[src/rtl/reset_seq_pkg.sv]
// reset_seq_pkg: shared state encoding and timer sizing for reset_sequencer.
package reset_seq_pkg;

  typedef enum logic [1:0] {
    ST_ASSERT  = 2'd0,
    ST_RELEASE = 2'd1,
    ST_DONE    = 2'd2,
    ST_DRAIN   = 2'd3
  } state_t;

  // Timer width able to hold the larger of the two load values.
  function automatic int cnt_w(input int a, input int b);
    int m;
    m = (a > b) ? a : b;
    return $clog2(m + 1);
  endfunction

endpackage

[src/rtl/reset_seq_timer.sv]
// reset_seq_timer: loadable down-counter that saturates at zero.
module reset_seq_timer #(
  parameter int W = 3
) (
  input  logic         clk,
  input  logic         load,
  input  logic [W-1:0] load_val,
  input  logic         en,
  output logic [W-1:0] count,
  output logic         expired
);

  // Load has priority; decrement stops at zero so the count never wraps.
  always_ff @(posedge clk) begin
    if (load) begin
      count <= load_val;
    end else if (en && (count != '0)) begin
      count <= count - W'(1);
    end
  end

  assign expired = (count == '0);

endmodule

[src/rtl/reset_sequencer.sv]
// reset_sequencer: ordered release of N_CH reset channels (channel 0 first)
// after a minimum assertion width, with a gap between releases and a
// per-channel hold that stalls the sequence.
// Optional macro RESET_SEQ_REVASSERT_EN: a software request in ST_DONE
// re-asserts the channels in reverse order (ST_DRAIN) instead of all at once.
//
// state      | meaning
// ST_ASSERT  | all channels asserted, counting the minimum assertion width
// ST_RELEASE | releasing channel o_stage once the gap elapsed and its hold is low
// ST_DONE    | all channels released
// ST_DRAIN   | re-asserting channels N_CH-1 down to 0 (macro builds only)
module reset_sequencer
  import reset_seq_pkg::*;
#(
  parameter int N_CH       = 4,
  parameter int MIN_ASSERT = 4,
  parameter int STAGE_DLY  = 3
) (
  input  logic                       clk,
  input  logic                       i_rst,
  input  logic                       i_req,
  input  logic [N_CH-1:0]            i_hold,
  output logic [N_CH-1:0]            o_rst,
  output logic                       o_done,
  output logic [$clog2(N_CH+1)-1:0]  o_stage
);

  localparam int STG_W = $clog2(N_CH + 1);
  localparam int CNT_W = cnt_w(MIN_ASSERT, STAGE_DLY);
  localparam logic [CNT_W-1:0] MIN_VAL  = CNT_W'(MIN_ASSERT);
  localparam logic [CNT_W-1:0] DLY_VAL  = CNT_W'(STAGE_DLY);
  localparam logic [STG_W-1:0] LAST_STG = STG_W'(N_CH - 1);

  state_t            state, state_nxt;
  logic [STG_W-1:0]  stage_nxt;
  logic [N_CH-1:0]   rst_nxt;
  logic              done_nxt;
  logic              tmr_load, tmr_en, tmr_expired;
  logic [CNT_W-1:0]  tmr_val, tmr_cnt;
  logic              gap_over, hold_cur, req_all;

  reset_seq_timer #(.W(CNT_W)) u_timer (
    .clk      (clk),
    .load     (tmr_load),
    .load_val (tmr_val),
    .en       (tmr_en),
    .count    (tmr_cnt),
    .expired  (tmr_expired)
  );

  // The gap timer is loaded at the release edge, so the gap ends on the edge
  // where it would reach zero (or has already saturated there during a hold).
  assign gap_over = tmr_expired || (tmr_cnt == CNT_W'(1));

`ifdef RESET_SEQ_REVASSERT_EN
  assign req_all = i_req && (state != ST_DONE) && (state != ST_DRAIN);
`else
  assign req_all = i_req;
`endif

  // Hold of the channel next in line; holds of released channels are ignored.
  always_comb begin
    hold_cur = 1'b0;
    for (int i = 0; i < N_CH; i++) begin
      if (o_stage == STG_W'(i)) hold_cur = i_hold[i];
    end
  end

  // Next-state, next-output and timer control.
  always_comb begin
    state_nxt = state;
    stage_nxt = o_stage;
    rst_nxt   = o_rst;
    done_nxt  = o_done;
    tmr_load  = 1'b0;
    tmr_val   = MIN_VAL;
    tmr_en    = 1'b0;
    if (i_rst || req_all) begin
      state_nxt = ST_ASSERT;
      stage_nxt = '0;
      rst_nxt   = '1;
      done_nxt  = 1'b0;
      tmr_load  = 1'b1;
    end else begin
      case (state)
        ST_ASSERT: begin
          if (tmr_expired) begin
            rst_nxt[0] = 1'b0;
            stage_nxt  = STG_W'(1);
            if (N_CH == 1) begin
              done_nxt  = 1'b1;
              state_nxt = ST_DONE;
            end else begin
              state_nxt = ST_RELEASE;
              tmr_load  = 1'b1;
              tmr_val   = DLY_VAL;
            end
          end else begin
            tmr_en = 1'b1;
          end
        end
        ST_RELEASE: begin
          if (gap_over && !hold_cur) begin
            for (int i = 0; i < N_CH; i++) begin
              if (o_stage == STG_W'(i)) rst_nxt[i] = 1'b0;
            end
            stage_nxt = o_stage + STG_W'(1);
            if (o_stage == LAST_STG) begin
              done_nxt  = 1'b1;
              state_nxt = ST_DONE;
            end else begin
              tmr_load = 1'b1;
              tmr_val  = DLY_VAL;
            end
          end else begin
            tmr_en = 1'b1;
          end
        end
        ST_DONE: begin
`ifdef RESET_SEQ_REVASSERT_EN
          if (i_req) begin
            rst_nxt[N_CH-1] = 1'b1;
            stage_nxt       = LAST_STG;
            done_nxt        = 1'b0;
            tmr_load        = 1'b1;
            if (N_CH == 1) begin
              state_nxt = ST_ASSERT;
              tmr_val   = MIN_VAL;
            end else begin
              state_nxt = ST_DRAIN;
              tmr_val   = DLY_VAL;
            end
          end
`endif
        end
`ifdef RESET_SEQ_REVASSERT_EN
        ST_DRAIN: begin
          if (gap_over) begin
            for (int i = 0; i < N_CH; i++) begin
              if (o_stage == STG_W'(i + 1)) rst_nxt[i] = 1'b1;
            end
            stage_nxt = o_stage - STG_W'(1);
            tmr_load  = 1'b1;
            if (o_stage == STG_W'(1)) begin
              state_nxt = ST_ASSERT;
              tmr_val   = MIN_VAL;
            end else begin
              tmr_val = DLY_VAL;
            end
          end else begin
            tmr_en = 1'b1;
          end
        end
`endif
        default: begin
          state_nxt = ST_ASSERT;
          stage_nxt = '0;
          rst_nxt   = '1;
          done_nxt  = 1'b0;
          tmr_load  = 1'b1;
        end
      endcase
    end
  end

  // State and output registers; outputs come straight from these flops.
  always_ff @(posedge clk) begin
    if (i_rst) begin
      state   <= ST_ASSERT;
      o_stage <= '0;
      o_rst   <= '1;
      o_done  <= 1'b0;
    end else begin
      state   <= state_nxt;
      o_stage <= stage_nxt;
      o_rst   <= rst_nxt;
      o_done  <= done_nxt;
    end
  end

endmodule

[config.mk]
export PLATFORM = sky130hd
export DESIGN_NAME = reset_sequencer
export DESIGN_NICKNAME = d
export VERILOG_FILES = /design/src/rtl/reset_seq_pkg.sv /design/src/rtl/reset_seq_timer.sv /design/src/rtl/reset_sequencer.sv
export SDC_FILE = /design/constraint.sdc
export NUM_CORES = 1
export LEC_CHECK = 0
export CORE_MARGIN = 10
export CORE_UTILIZATION = 50
export CTS_CLUSTER_SIZE = 8
export DETAILED_ROUTE_END_ITERATION = 16
export GPL_TIMING_DRIVEN = 0
export HOLD_SLACK_MARGIN = 0.05
export PLACE_DENSITY = 0.77
export SYNTH_ARGS = -nofsm -noshare
export SYNTH_HDL_FRONTEND = slang
export SYNTH_SLANG_ARGS = --single-unit
[constraint.sdc]
create_clock -name clk -period 2.58 [get_ports clk]
set_clock_uncertainty 0.05 [all_clocks]
set_input_delay 0.516 -clock clk [delete_from_list [all_inputs] [get_ports clk]]
set_output_delay 0.516 -clock clk [all_outputs]
set_load 0.02 [all_outputs]
==> reports/qor.txt <==
Placed cells = 116
Type of the worst min-delay path = register to register
Drt wl/cell = 14.9 um
Avg Cell Area, Syn = 9.25 um2
I/O Pins = 15
WHS = 0.403 ns
Setup CP Type = register to register
Post-CTS sizing = 0
Ys async rst share = 0%
Final period utilization = 84.6%
DR pass1 iterations = 4
GP Congestion = 0.867
Hpwl dp = 1.36 mm
Root Driver = clkbuf_4
Fin cells = 120
First-pass GRT wire length = 3.05 mm
Routed via count = 693
Bufs on Longest Clock Path = 2
Critical Path AT = 2.16 ns
Top FF cell, synth = dfxtp_1
Synthesized area = 796 um2
Slew headroom = 73.3%
Die H = 59.9 um
Layout cell share with drive strength beyond 1 = 9.62%
Initial Utilization = 52.8%
Full die area = 3590 um2
Die X = 59.9 um
Storage cell area = 290 um2
Vias per cell = 5.78
Tmin final = 2.18 ns
Cell row count = 14
Fillcell total = 136
Netlist cell types = 32
Clk Latency, worst-skew pair = 0.28 ns
GRT Util Overall = 10.8%
CTS sink cnt = 13
Cells after synthesis = 86
Fin Setup TNS = 0 ns
H-Tree Level Count = 1
Final Hold Viols = 0
Area leader, netlist = dfxtp_1
Footprint of the multi-input gates = 457 um2
CTS Buf Count = 3
Core area = 1510 um2
Largest net degree at the start of global routing = 11
Measured slew at the worst slew-check pin = 0.401 ns
Fmax = 458 MHz
FF+latch count, synth = 13
Leak = 0.370 nW
Largest cells by area after synthesis = dfxtp_1 25%, ha_1 13%, edfxtp_1 11%, a2111oi_4 3.5%, inv_1 3.3%
Initial antenna violation count = 0
CTS tree = yes
ANT cells = 0
Post-synthesis net count = 101
Post-CTS setup buffers = 0
Startpoint types = register
Post-route setup slack = 0.398 ns
EDFF count, synth = 3
Core Util, Final = 65.2%
Final ANT Viol Nets = 0
Pwr dens = 445 nW/um2
Sequential area share after synthesis = 36.5%
Clk slew on worst S/H paths = 0.08 ns
Peak supply drop = 0.307 mV
Max_cap viols = 0
YS warnings = 0
Critical path capture point type = register
Number of global-route vias before repair = 665
Drc violations = 0
Status = finished, final reports clean
Area grow syn2layout = 23.4%
Final #Nets = 120
Top-area cell type share of the netlist area = 25.2%
CTS Hold Bufs = 0
Final setup vio count = 0
Iteration-0 DRC Markers = 7
Max-slew violation total from the final report = 0
Final wirelength = 1.79 mm
Post-placement setup slack = 0.205 ns
Gr ovfl total = 0
Required time worst endpoint = 2.55 ns
PortBufs = 14
RSZ-0062 raised after global routing = no
Critical path peak fanout = 8
cells by family after synthesis:
group,share of synthesized area (%)
compound gates,22.0
xor+xnor,1.10
fa+ha+maj,12.6
buf+inv,6.13
flops,36.5
simple gates,21.7
critical path, cell delays in order, from the launching register on:
cell       delay, ns
dfxtp_1         0.45
inv_1           0.11
ha_1            0.32
a2111oi_4       0.39
nor2b_2         0.08
buf_6           0.14
a21oi_1         0.23
o21ai_0         0.13
stage by stage:
step,cell area [um2],total power [mW]
detailed placement,956,0.309
global route,982,0.459
global placement,956,0.308
floorplan,796,0.284
finish,982,0.437
CTS,982,0.439
final cells by class:
| class | count | area share [%] |
|---|---|---|
| multi-input cells | 62 | 46.5 |
| flip-flops and latches | 13 | 29.6 |
| repair buffers | 14 | 14.3 |
| clock buffers | 4 | 2.68 |
| inverters | 7 | 2.68 |
| plain buffers | 4 | 2.29 |
| well taps | 16 | 2.04 |
power by group:
| group | internal, mW | leakage (nW) | switching (mW) | total (mW) |
|---|---|---|---|---|
| registers | 0.216 | 0.113 | 0.00624 | 0.223 |
| clock network | 0.0601 | 0.0150 | 0.0707 | 0.131 |
| logic | 0.0411 | 0.241 | 0.0427 | 0.0838 |
worst paths after layout:
path,slack (ns),cells after the start,start,to
min,0.40,1,o_rst[1],o_rst[1]
max,0.40,7,o_stage[2],u_timer.count[0]
min reg2reg,0.40,1,o_rst[1],o_rst[1]
max reg2reg,0.40,7,o_stage[2],u_timer.count[0]
placed cells by master (no fill, tap or decap), drive strengths merged, types with 4 or more instances in the layout:
cell type	count
clkdlybuf4s50	14
dfxtp	10
ha	8
inv	7
nor2	7
clkbuf	7
a21oi	6
o21ai	6
nand2	5
nor2b	4
metal layers:
layer / wire (um) / part of all wire (%) / vias to the layer above / global-route usage [%]
li1: - / - / 340 / -
met1: 794 / 44 / 330 / 12.6
met2: 828 / 46 / 18 / 16.6
met3: 129 / 7.2 / 5 / 3.81
met4: 36 / 2.0 / 0 / 6.41
met5: 0 / 0 / - / 0
flip-flops by register name, summed over array words and instances, names as in the netlist:
register and cells:
u_timer.count 3, o_rst 4, o_stage 3, state 2, o_done 1
synthesized netlist by cell type, types with 2 or more instances:
master and n:
edfxtp_1 3, nor3_1 2, nand2b_1 2, dfxtp_1 10, o21ai_0 4, clkbuf_1 3, nand4_1 2, inv_1 7
a21oi_1 5, nor2b_1 3, ha_1 8, a21o_1 2, a31oi_1 3, o21a_1 3, o21ai_1 2, nor2_1 7
nand2_1 5
Note: power is estimated with default switching activity, not from simulation.
